===== config.mk =====
export PLATFORM = sky130hd
export DESIGN_NAME = score_digits_seq
export DESIGN_NICKNAME = d
export VERILOG_FILES = /design/src/rtl/score_disp_pkg.sv /design/src/rtl/digit_glyph.sv /design/src/rtl/score_digits_seq.sv
export SDC_FILE = /design/constraint.sdc
export NUM_CORES = 1
export LEC_CHECK = 0
export CORE_UTILIZATION = 35
export DETAILED_ROUTE_END_ITERATION = 10
export PLACE_DENSITY = 0.58
export RECOVER_POWER = 50
export SLEW_MARGIN = 20
export SYNTH_ARGS = -nofsm -noshare
export SYNTH_HDL_FRONTEND = slang
export SYNTH_SLANG_ARGS = --single-unit
export TNS_END_PERCENT = 1

===== constraint.sdc =====
create_clock -name clk -period 2.26 [get_ports clk]
set_clock_uncertainty 0.1 [all_clocks]
set_input_delay 0.452 -clock clk [delete_from_list [all_inputs] [get_ports clk]]
set_output_delay 0.452 -clock clk [all_outputs]
set_load 0.01 [all_outputs]

===== src/rtl/score_disp_pkg.sv =====
// Shared constants, glyph table, FSM state type and threshold helper
// for the LED-matrix decimal score display.
package score_disp_pkg;

    localparam int GLYPH_W = 15;
    localparam logic [GLYPH_W-1:0] GLYPH_BLANK = 15'h0000;

    localparam logic [GLYPH_W-1:0] GLYPH_0 = 15'h7B6F;
    localparam logic [GLYPH_W-1:0] GLYPH_1 = 15'h2C97;
    localparam logic [GLYPH_W-1:0] GLYPH_2 = 15'h73E7;
    localparam logic [GLYPH_W-1:0] GLYPH_3 = 15'h73CF;
    localparam logic [GLYPH_W-1:0] GLYPH_4 = 15'h5BC9;
    localparam logic [GLYPH_W-1:0] GLYPH_5 = 15'h79CF;
    localparam logic [GLYPH_W-1:0] GLYPH_6 = 15'h79EF;
    localparam logic [GLYPH_W-1:0] GLYPH_7 = 15'h7249;
    localparam logic [GLYPH_W-1:0] GLYPH_8 = 15'h7BEF;
    localparam logic [GLYPH_W-1:0] GLYPH_9 = 15'h7BCF;

    typedef enum logic [1:0] {
        IDLE   = 2'd0,
        SHIFT  = 2'd1,
        FINISH = 2'd2
    } state_t;

    // Elaboration-time 10**n; 64 bits so the threshold never wraps for sane digit counts
    function automatic logic [63:0] pow10(input int n);
        logic [63:0] r;
        r = 64'd1;
        for (int i = 0; i < n; i++) begin
            r = r * 64'd10;
        end
        return r;
    endfunction

endpackage


===== src/rtl/digit_glyph.sv =====
// Combinational BCD digit to 3x5 glyph lookup; bit 14 is the top-left pixel.
module digit_glyph
    import score_disp_pkg::*;
(
    input  logic [3:0]         bcd,
    output logic [GLYPH_W-1:0] glyph
);

    always_comb begin
        glyph = GLYPH_BLANK;
        case (bcd)
            4'd0:    glyph = GLYPH_0;
            4'd1:    glyph = GLYPH_1;
            4'd2:    glyph = GLYPH_2;
            4'd3:    glyph = GLYPH_3;
            4'd4:    glyph = GLYPH_4;
            4'd5:    glyph = GLYPH_5;
            4'd6:    glyph = GLYPH_6;
            4'd7:    glyph = GLYPH_7;
            4'd8:    glyph = GLYPH_8;
            4'd9:    glyph = GLYPH_9;
            default: glyph = GLYPH_BLANK;
        endcase
    end

endmodule


===== src/rtl/score_digits_seq.sv =====
// Sequential binary-to-BCD formatter (double dabble, one bit per clock) with
// saturation, optional leading-zero blanking and per-digit glyph outputs.
module score_digits_seq
    import score_disp_pkg::*;
#(
    parameter int BIN_W      = 12,
    parameter int NUM_DIGITS = 4
) (
    input  logic                          clk,
    input  logic                          rst_n,
    input  logic                          start,
    input  logic [BIN_W-1:0]              bin_in,
    input  logic                          blank_lz,
    output logic                          busy,
    output logic                          done,
    output logic                          overflow,
    output logic [4*NUM_DIGITS-1:0]       bcd,
    output logic [GLYPH_W*NUM_DIGITS-1:0] glyphs
);

    localparam int ACC_W = 4 * NUM_DIGITS;
    localparam int CNT_W = $clog2(BIN_W + 1);
    localparam int CMP_W = (BIN_W > 64) ? BIN_W : 64;
    localparam logic [63:0] OVF_LIMIT = pow10(NUM_DIGITS);

    function automatic logic [ACC_W-1:0] add3(input logic [ACC_W-1:0] a);
        logic [ACC_W-1:0] r;
        r = a;
        for (int i = 0; i < NUM_DIGITS; i++) begin
            if (a[4*i +: 4] >= 4'd5) begin
                r[4*i +: 4] = a[4*i +: 4] + 4'd3;
            end
        end
        return r;
    endfunction

    function automatic logic [ACC_W-1:0] all_nines();
        logic [ACC_W-1:0] r;
        for (int i = 0; i < NUM_DIGITS; i++) begin
            r[4*i +: 4] = 4'h9;
        end
        return r;
    endfunction

    localparam logic [ACC_W-1:0] NINES = all_nines();

    state_t state, state_next;
    logic [CNT_W-1:0] cnt;
    logic [BIN_W-1:0] shreg;
    logic [ACC_W-1:0] acc;
    logic             ovf_q;
    logic             blank_q;

    logic [CMP_W-1:0]                bin_ext;
    logic [ACC_W-1:0]                sat_val;
    logic [NUM_DIGITS-1:0]           blank_mask;
    logic                            lead;
    logic [GLYPH_W*NUM_DIGITS-1:0]   raw_glyphs;
    logic [GLYPH_W*NUM_DIGITS-1:0]   glyph_out;

    assign bin_ext = CMP_W'(bin_in);
    assign sat_val = ovf_q ? NINES : acc;

    always_comb begin
        state_next = state;
        case (state)
            IDLE:    if (start) state_next = SHIFT;
            SHIFT:   if (cnt == CNT_W'(1)) state_next = FINISH;
            FINISH:  state_next = IDLE;
            default: state_next = IDLE;
        endcase
    end

    always_ff @(posedge clk or negedge rst_n) begin
        if (!rst_n) begin
            state    <= IDLE;
            cnt      <= '0;
            busy     <= 1'b0;
            done     <= 1'b0;
            overflow <= 1'b0;
            bcd      <= '0;
            glyphs   <= {NUM_DIGITS{GLYPH_BLANK}};
        end else begin
            state <= state_next;
            done  <= 1'b0;
            case (state)
                IDLE: begin
                    if (start) cnt <= CNT_W'(BIN_W);
                end
                SHIFT: begin
                    busy <= 1'b1;
                    cnt  <= cnt - 1'b1;
                end
                FINISH: begin
                    busy     <= 1'b0;
                    done     <= 1'b1;
                    overflow <= ovf_q;
                    bcd      <= sat_val;
                    glyphs   <= glyph_out;
                end
                default: ;
            endcase
        end
    end

    // Datapath carries no reset: it is always reloaded before it is observed
    always_ff @(posedge clk) begin
        if (state == IDLE && start) begin
            shreg   <= bin_in;
            acc     <= '0;
            ovf_q   <= (bin_ext >= CMP_W'(OVF_LIMIT));
            blank_q <= blank_lz;
        end else if (state == SHIFT) begin
            {acc, shreg} <= {add3(acc), shreg} << 1;
        end
    end

    for (genvar g = 0; g < NUM_DIGITS; g++) begin : g_digit
        digit_glyph u_glyph (
            .bcd   (sat_val[4*g +: 4]),
            .glyph (raw_glyphs[GLYPH_W*g +: GLYPH_W])
        );
    end

    // A digit is blanked only if it and every digit above it are zero; digit 0 always shows
    always_comb begin
        lead       = blank_q;
        blank_mask = '0;
        for (int i = NUM_DIGITS - 1; i >= 1; i--) begin
            lead          = lead & (sat_val[4*i +: 4] == 4'd0);
            blank_mask[i] = lead;
        end
    end

    always_comb begin
        glyph_out = '0;
        for (int i = 0; i < NUM_DIGITS; i++) begin
            glyph_out[GLYPH_W*i +: GLYPH_W] =
                blank_mask[i] ? GLYPH_BLANK : raw_glyphs[GLYPH_W*i +: GLYPH_W];
        end
    end

endmodule


# After elaboration in Yosys (flattened, before gate mapping)
# Memory sizes are Yosys's and may differ from the RTL's. A register that Yosys moved wholly into a read port is not among the register bits.
# Index checks and enable logic that the tools add are counted.
# W data, S select, Z words.
[op_classes]
n_lt_le_gt_ge = 5
eq_ne = 5
n_mux = 17
add_sub_neg = 5
n_reduce_logical = 11
n_bitwise = 3
[ops]
columns = ["operator", "n"]
rows = [
  ["$mux W15", 3],
  ["$mux W12", 2],
  ["$ge A4 B3 Y1 const B", 4],
  ["$mux W16", 1],
  ["$mux W4", 4],
  ["$ge A12 B14 Y1 const B", 1],
  ["$add A4 B2 Y4 const B", 3],
  ["$logic_not A4 Y1", 3],
  ["$pmux W4 S2", 1],
  ["$reduce_bool A2 Y1", 3],
  ["$eq A4 B1 Y1 const B", 1],
  ["$mux W2", 2],
  ["$ne A2 B2 Y1 const B", 2],
  ["$pmux W2 S2", 1],
  ["$reduce_and A2 Y1", 2],
  ["$sub A4 B1 Y4 const B", 1],
  ["$add A3 B2 Y3 const B", 1],
  ["$and A1 B1 Y1", 3],
  ["$mux W3", 1],
  ["$eq A2 B1 Y1 const B", 1],
  ["$eq A2 B2 Y1 const B", 1],
  ["$logic_not A2 Y1", 1],
  ["$pmux W1 S2", 1],
  ["$logic_and A1 B1 Y1", 1],
  ["other kinds (2)", 2],
]
[word_totals]
wordCells = 61
memories = 4
rom_bits = 960
output_inout_bits = 79
register_bits = 115
input_bits = 16
[mem_list]
columns = ["memory", "depth", "word_bits", "rd", "rd_ports_with_merged_regs", "write_ports", "line_no", "rtl"]
rows = [
  ["(name not given)", 16, 15, 1, 1, 0, "digit_glyph.sv:11", "case (bcd)"],
  ["(name not given)", 16, 15, 1, 0, 0, "digit_glyph.sv:11", ""],
  ["(name not given)", 16, 15, 1, 0, 0, "digit_glyph.sv:11", ""],
  ["(name not given)", 16, 15, 1, 0, 0, "digit_glyph.sv:11", ""],
]

# Longest topological paths before layout
# Gate-level depths: netlist (run 1).
[logic_depth]
ltp_word = 6
depth_mapped = 8
depth_no_buf = 6

# Modules after synthesis
# From an unflattened synthesis (run 1), not the netlist that was laid out.
[hier_totals]
cells_unflattened = 636
area_unflattened_um2 = 6125.9
[modules_own_cells]
columns = ["mod", "seq_area_each_um2", "cells_each", "area_per_inst_um2", "n_inst"]
rows = [
  ["score_digits_seq", 2812.7, 499, 5093.6, 1],
  ["digit_glyph at g_digit[1].u_glyph ...", 0.0, 34, 256.5, 3],
  ["digit_glyph at g_digit[0].u_glyph", 0.0, 35, 262.8, 1],
]

# Least setup slack after synthesis (run 1)
# OpenSTA, ideal clock, no wires.
[synth_path]
kind = "register -> register"
from = "register state[1]"
to = "register shreg[0] (enable)"
required_time_ps = 1810
n_path_buf = 2
period_less_slack_ps = 1903
slack_ps = 357
path_stages_with_launch = 7
setup_ps = 350
t_arrival_ps = 1453
path_cell_list = "dfrtp_1 > inv_1 > ha_1 > clkbuf_1 > inv_1 > clkbuf_1 > nand2_1"
[synth_via]
elab_chain_cells = 3
word_cells_on_any_way = 4
[synth_rtl]
columns = ["element", "line_no", "rtl"]
rows = [
  ["start, declared", "score_digits_seq.sv:47", "state_t state, state_next;"],
  ["start signal, assigned", "score_digits_seq.sv:84", "state <= state_next;"],
  ["$logic_not A2 Y1", "score_digits_seq.sv:108", "if (state == IDLE && start) begin"],
  ["$logic_and A1 B1 Y1", "score_digits_seq.sv:108", ""],
  ["$reduce_bool A2 Y1 (no source line) (*)", "-", ""],
  ["end signal, assigned", "score_digits_seq.sv:109", "shreg <= bin_in;"],
  ["end signal, assigned", "score_digits_seq.sv:114", "{acc, shreg} <= {add3(acc), shreg} << 1;"],
  ["end, declared", "score_digits_seq.sv:49", "logic [BIN_W-1:0] shreg;"],
]
# Every way passes the cells marked *; elsewhere a longest branch is shown, timed or not.
# A chain may end at the register's enable or synchronous reset.

# Worst setup path in the final report (run 1)
[layout_path]
from = "register acc[13]"
to = "register glyphs[39]"
[layout_via]
elab_chain_cells = 5
[layout_rtl]
columns = ["element", "line_no", "rtl"]
rows = [
  ["start, declared", "score_digits_seq.sv:50", "logic [ACC_W-1:0] acc;"],
  ["start signal, assigned", "score_digits_seq.sv:114", ""],
  ["$mux W16", "score_digits_seq.sv:62", "assign sat_val = ovf_q ? NINES : acc;"],
  ["$logic_not A4 Y1", "score_digits_seq.sv:130", "lead = lead & (sat_val[4*i +: 4] == 4'd0);"],
  ["$and A1 B1 Y1 (2 in series)", "score_digits_seq.sv:130", ""],
  ["$mux W15", "score_digits_seq.sv:139", "blank_mask[i] ? GLYPH_BLANK : raw_glyphs[GLYPH_W*i +: GLYPH_W];"],
  ["end signal, assigned", "score_digits_seq.sv:82", "glyphs <= {NUM_DIGITS{GLYPH_BLANK}};"],
  ["end signal, assigned", "score_digits_seq.sv:99", "glyphs <= glyph_out;"],
  ["end, declared", "score_digits_seq.sv:18", "output logic [GLYPH_W*NUM_DIGITS-1:0] glyphs"],
]
# No other way between the ends.

==> results.yml, run 1 <==
floorplanning:
  rows: 43
  die_area_sq_um: 14800
  ios: 95
  initial_core_util: 0.360
  die_h_microns: 122
  die_width_microns: 122
  core_sq_um: 13900
status:
  violations: "max-capacitance violations, max-slew violations"
  status: "finished, violations left"
cells_and_area:
  syn2layout_area_growth_pct: 25.8
  final_nets: 637
  final_area_sq_um: 6300
  drive_gt1_frac: 0.0911
  num_antenna_cells: 0
  stdcell_count: 773
logic_synthesis:
  synth_cells: 515
  avgSynthCellArea_sq_um: 9.73
  ys_seq_elements: 97
  synth-seq-area-share: 0.482
  yosysTopAreaCell: "dfrtp_1"
  synth_edf_count: 13
  synthArstFlopShare: 0.701
  synth_top_cell_area_share: 0.340
  synth_area_leaders: "dfrtp_1 (34%), ha_1 (8.2%), edfxtp_1 (7.8%), dfxtp_1 (6.4%), mux2_2 (4.3%)"
  netlist_area_sq_um: 5010
  synth_cell_types: 49
  yosysWarnings: 0
  synthFlopType: "dfrtp_1"
  synth_nets: 564
routing:
  wl_met2_mm: 5.07
  post_drt_via_cell_ratio: 5.00
  wire_per_inst_microns: 13.9
  dr.pass1.iters: 4
  drc: 0
  dr.first_iter.drc_count: 211
  route.antenna.remaining_nets: 0
  vias: 3862
  met1_length_mm: 5.09
  route.met3.wl_microns: 505
  highest_layer: "met4"
  wl_mm: 10.8
critical_path:
  worst_path_max_delay_cell: "a2111oi_0"
  path_cells: "inv_1 -> ha_1 -> nor4bb_4 -> and3b_1 -> a2111oi_0 -> o22a_1"
  worstPathRequired_ns: 2.44
  path_buf_inv: 1
  critical_path_class: "flop to flop"
  crit_arrival_ns: 2.22
  start_kind: "flop"
  critPathMaxFanout: 8
  critical_path.top_delay_family: "compound AO/OA/AOI/OAI gates"
  endpoint_kind: "flop"
  cp_slowest_stage_delay_ns: 0.46
clock_network:
  htree_num_levels: 3
  cts_tree: "done"
  cts_max_path_buffers: 2
  insertion_delay_ns: 0.35
  ctsResizeCount: 0
  clock-sinks: 97
  cts_buffers: 9
  cts-root-buf: "clkbuf_16"
  cts_setup_buffers: 0
  clk_pin_slew_ns: 0.07
  hold_buffers: 0
job:
  drv_cap: 1
pwr:
  power.leakage_nw: 2.75
  p_int_mw: 5.52
  p_comb_frac: 0.475
  power.switching_mw: 3.43
  switching_share: 0.383
  power_frac_clock: 0.162
  power_frac_seq: 0.362
  p_per_area_nw_per_um2: 1420
  ir_worst_vdd_v: 0.000608
global_route:
  grt_pass1_vias: 3640
  grt_max_degree: 69
  grt_pass1_wl_mm: 17.8
  gr-total-overflow: 0
  antenna_found_initial: 0
  grtUsageTotal: 0.153
hold_path:
  hold_path.class: "flop to flop"
timing:
  slew_headroom: -0.113
  worst_slew_pin_slew_ns: 1.67
  fin_crit_ns: 2.04
  finalHoldViolations: 0
  fmax_mhz: 491
  min_period_over_period: 0.902
  rsz0062_at_grt: "no"
  setup_violations: 0
  finalSetupTns_ns: 0
  drv_slew: 69
placement:
  dp_hpwl_mm: 7.76
  port-buffer-count: 93
  place.gp.congestion: 0.805
  place_area_sq_um: 6060
  dp_cells: 757
-- final cells by class --
type,instances,area [sq um]
Clock buffer,11,253
Clock inverter,5,28.8
Multi-Input combinational cell,344,2250
Timing Repair Buffer,110,1040
Sequential cell,97,2410
Fill cell,1333,7630
Inverter,26,97.6
Tap cell,180,225
-- per-layer routing --
metal,GRT usage,vias up
li1,-,1934
met1,0.199,1839
met2,0.248,83
met3,0.0454,6
met4,0.0378,0
met5,0,-
-- worst reg2reg max path: cells and delay by family (launching register included) --
| family | cells | cell delay [ns] |
|---|---|---|
| compound gates | 2 | 0.64 |
| fa+ha+maj | 1 | 0.22 |
| buf+inv | 1 | 0.13 |
| flops | 1 | 0.45 |
| simple gates | 2 | 0.43 |
-- final timing paths --
kind                                        from                endpoint  slack, ns  cells past startpoint
setup / recovery            acc[13]$_SDFFE_PP0P_  glyphs[39]$_DFFE_PN0P_       0.22                      6
hold / removal             glyphs[5]$_DFFE_PN0P_   glyphs[5]$_DFFE_PN0P_       0.38                      1
setup reg to reg            acc[13]$_SDFFE_PP0P_  glyphs[39]$_DFFE_PN0P_       0.22                      6
hold reg to reg            glyphs[5]$_DFFE_PN0P_   glyphs[5]$_DFFE_PN0P_       0.38                      1
max in group asynchronous                  rst_n  glyphs[13]$_DFFE_PN0P_       0.54                      2
min in group asynchronous                  rst_n  glyphs[30]$_DFFE_PN0P_       0.54                      2
-- per-stage QoR --
step           utilization  total power [mW]  worst slack [ns]  hold WS [ns]
6_report             0.452              8.95             0.222         0.379
5_1_grt              0.452              9.69            0.0621         0.403
4_1_cts              0.455              9.13             0.211        0.0367
3_5_place_dp         0.435              7.64             0.232         0.373
3_3_place_gp         0.435              7.53             0.269         0.365
2_1_floorplan            -              5.86             0.357        0.0564
-- sequential cells by signal, summed over array words and instances (netlist names) --
register  cells
state         2
busy          1
blank_q       1
glyphs       44
cnt           4
acc          16
bcd          16
shreg        12
done          1
-- cell families (layout without fill, tap and decap cells) --
family,count (synthesis),count (layout),synth area share
buffers and inverters,74,152,0.0702
muxes,20,20,0.0447
and+or+nand+nor,162,162,0.156
other,1,1,0.000749
DFF,97,97,0.482
AOI/OAI and AO/OA,128,128,0.164
adders and majority gates,33,33,0.0824
-- cells in the mapped netlist, types with 4 or more instances --
| cell type | instances |
|---|---|
| buf_4 | 17 |
| nor2_1 | 41 |
| dfrtp_1 | 68 |
| edfxtp_1 | 13 |
| o21ai_0 | 33 |
| buf_2 | 8 |
| dfxtp_1 | 16 |
| o2bb2ai_1 | 12 |
| a211oi_1 | 12 |
| nor2b_1 | 10 |
| ha_1 | 33 |
| a311oi_1 | 4 |
| a21oi_1 | 37 |
| mux2_2 | 19 |
| nand2b_1 | 13 |
| o22ai_1 | 6 |
| clkbuf_1 | 23 |
| a21o_1 | 5 |
| o21a_1 | 4 |
| nand3_1 | 10 |
| nor3_1 | 15 |
| nand2_1 | 52 |
| inv_1 | 25 |
-- cell usage in the layout, fill, tap and decap left out, types with 15 or more instances in the layout --
| cell type | instances |
|---|---|
| clkdlybuf4s50_1 | 82 |
| nand2_1 | 52 |
| nor3_1 | 15 |
| dfxtp_1 | 16 |
| nor2_1 | 41 |
| a21oi_1 | 37 |
| inv_1 | 25 |
| ha_1 | 33 |
| o21ai_0 | 33 |
| dfrtp_1 | 68 |
| mux2_2 | 19 |
-- power groups by stage --
stage                     clock network (mW)  logic [mW]  registers [mW]
after floorplan                            0        2.63            3.23
after global placement                     0        4.26            3.26
after detailed placement                   0        4.34            3.29
after CTS                               1.50        4.37            3.26
after global routing                    1.58        4.75            3.37
final                                   1.45        4.26            3.24
Note: power is estimated with default switching activity, not from simulation.
==> inputs of run 2 (changes only) <==
Settings changed: CORE_UTILIZATION 35 to 52, CTS_BUF_LIST set to sky130_fd_sc_hd__clkbuf_16, PLACE_DENSITY 0.58 to 0.81.
==> run 2 against run 1 <==
  * Combinational power rose by 1%
  * Die area fell by 32%
  * Via count rose by 1.3%
  * Largest power group unchanged
  * Routed wire length fell by 2.3%
  * Critical path type unchanged
  * Clock-buffer cell count fell by 2
  * Fmax rose by 2.4%
  * Cell area rose by 0.22%
  * Critical path depth did not move
  * Core utilization rose by 23 points
  * Total power rose by 3.7%
  * Sequential share of layout area fell by 0.083 points
  * Worst hold slack got worse by 0.0036 ns
  * The run now ends clean
==> results.yml, run 2 (synthesis gave the netlist of run 1 again) <==
placement:
  place_area_sq_um: 5990
  dp_cells: 705
  place.gp.congestion: 0.799
  port-buffer-count: 93
  dp_hpwl_mm: 7.47
routing:
  drc: 0
  dr.first_iter.drc_count: 178
  vias: 3912
  route.antenna.remaining_nets: 0
  wl_mm: 10.5
  post_drt_via_cell_ratio: 5.42
  dr.pass1.iters: 4
  wire_per_inst_microns: 14.6
clock_network:
  clk_pin_slew_ns: 0.06
  clock-sinks: 97
  hold_buffers: 1
  cts-root-buf: "clkbuf_16"
  cts_setup_buffers: 0
  ctsResizeCount: 0
  insertion_delay_ns: 0.34
  cts_max_path_buffers: 2
  htree_num_levels: 3
  cts_tree: "done"
  cts_buffers: 9
pwr:
  power.leakage_nw: 2.77
  power_mw: 9.29
  p_per_area_nw_per_um2: 1470
  ir_worst_vdd_v: 0.000695
status:
  status: "finished clean"
timing:
  worst_slew_pin_slew_ns: 1.04
  slew_headroom: 0.308
  fin_crit_ns: 1.99
  finalHoldViolations: 0
  min_period_over_period: 0.881
  fmax_mhz: 502
  finalSetupTns_ns: 0
  rsz0062_at_grt: "no"
  setup_violations: 0
  drv_slew: 0
critical_path:
  worstPathRequired_ns: 2.44
  crit_arrival_ns: 2.17
  start_kind: "flop"
  critical_path_class: "flop to flop"
  critPathMaxFanout: 8
  crit_path_start: "acc[13]$_SDFFE_PP0P_"
  endpoint_kind: "flop"
  r2r-start: "acc[13]$_SDFFE_PP0P_"
cells_and_area:
  num_antenna_cells: 0
  drive_gt1_frac: 0.0860
  stdcell_count: 722
  final_nets: 637
  final_common_cell: "clkdlybuf4s50_1"
  mostFrequentLayoutCells: "clkdlybuf4s50_1 (85), dfrtp_1 (68), nand2_1 (52)"
  largest_register: "glyphs"
  final_area_sq_um: 6320
  largest_reg_flops: 44
  syn2layout_area_growth_pct: 26.1
  n_fill_cell: 720
  reg_top3: "glyphs x44, acc x16, bcd x16"
global_route:
  grtUsageTotal: 0.224
  gr-total-overflow: 0
  grt_pass1_vias: 3833
  grt_max_degree: 39
  grt_pass1_wl_mm: 17.9
  antenna_found_initial: 0
job:
  drv_cap: 0
floorplanning:
  core_sq_um: 9280
  die_h_microns: 100
  ios: 95
  die_area_sq_um: 10000
  rows: 35
  initial_core_util: 0.540
  die_width_microns: 100
hold_path:
  hold_path.class: "flop to flop"
  hp-start: "glyphs[30]$_DFFE_PN0P_"
## run 2: metal layers
| layer | vias to the layer above | GRT usage | wire (microns) |
|---|---|---|---|
| met5 | - | 0 | 0 |
| met4 | 0 | 0.0814 | 114 |
| met3 | 10 | 0.0369 | 400 |
| met2 | 93 | 0.380 | 5400 |
| met1 | 1881 | 0.291 | 4610 |
| li1 | 1928 | - | - |
## run 2: power by group
group / internal (mW) / switching [mW] / total (mW) / leakage [nW]
registers: 2.57 / 0.690 / 3.26 / 1.14
clock network: 1.07 / 0.643 / 1.72 / 0.171
logic: 2.18 / 2.13 / 4.31 / 1.46
total: 5.82 / 3.47 / 9.29 / 2.77
## run 2: metrics by stage
stage / worst slack [ns] / utilization / hold WS [ns]
6_report: 0.269 / 0.680 / 0.376
5_1_grt: 0.0661 / 0.680 / 0.400
4_1_cts: 0.275 / 0.682 / 0.383
3_5_place_dp: 0.257 / 0.645 / 0.318
3_3_place_gp: 0.300 / 0.645 / 0.316
2_1_floorplan: 0.357 / - / 0.0564
## run 2: layout make-up
| cell class | instances | area [sq um] | area share |
|---|---|---|---|
| flip-flops and latches | 97 | 2410 | 0.382 |
| inverters | 26 | 97.6 | 0.0154 |
| clock buffers | 9 | 225 | 0.0357 |
| multi-input cells | 344 | 2250 | 0.356 |
| repair buffers | 110 | 1060 | 0.169 |
| clock inverters | 7 | 110 | 0.0174 |
| well taps | 129 | 161 | 0.0255 |
## run 2: worst paths after layout
kind / end / slack (ns) / cells past startpoint
worst min-delay path: glyphs[30]$_DFFE_PN0P_ / 0.38 / 1
max in group asynchronous: bcd[6]$_DFFE_PN0P_ / 0.33 / 3
min in group asynchronous: glyphs[32]$_DFFE_PN0P_ / 0.72 / 2
worst max-delay path: glyphs[39]$_DFFE_PN0P_ / 0.27 / 6
worst min register to register: glyphs[30]$_DFFE_PN0P_ / 0.38 / 1
worst max register to register: glyphs[39]$_DFFE_PN0P_ / 0.27 / 6
## run 2: worst max-delay path, stage by stage (launching register included)
cell and delay [ns]:
dfxtp_1 0.45, inv_1 0.14, ha_1 0.24, nor4bb_4 0.18
and3b_1 0.25, a2111oi_0 0.40, o22a_1 0.17
==> inputs of run 3 (changes only) <==
Settings changed: SKIP_LAST_GASP set to 1.
==> results of run 3 <==
The final DEF is identical to that of run 2; final timing and power are the same.
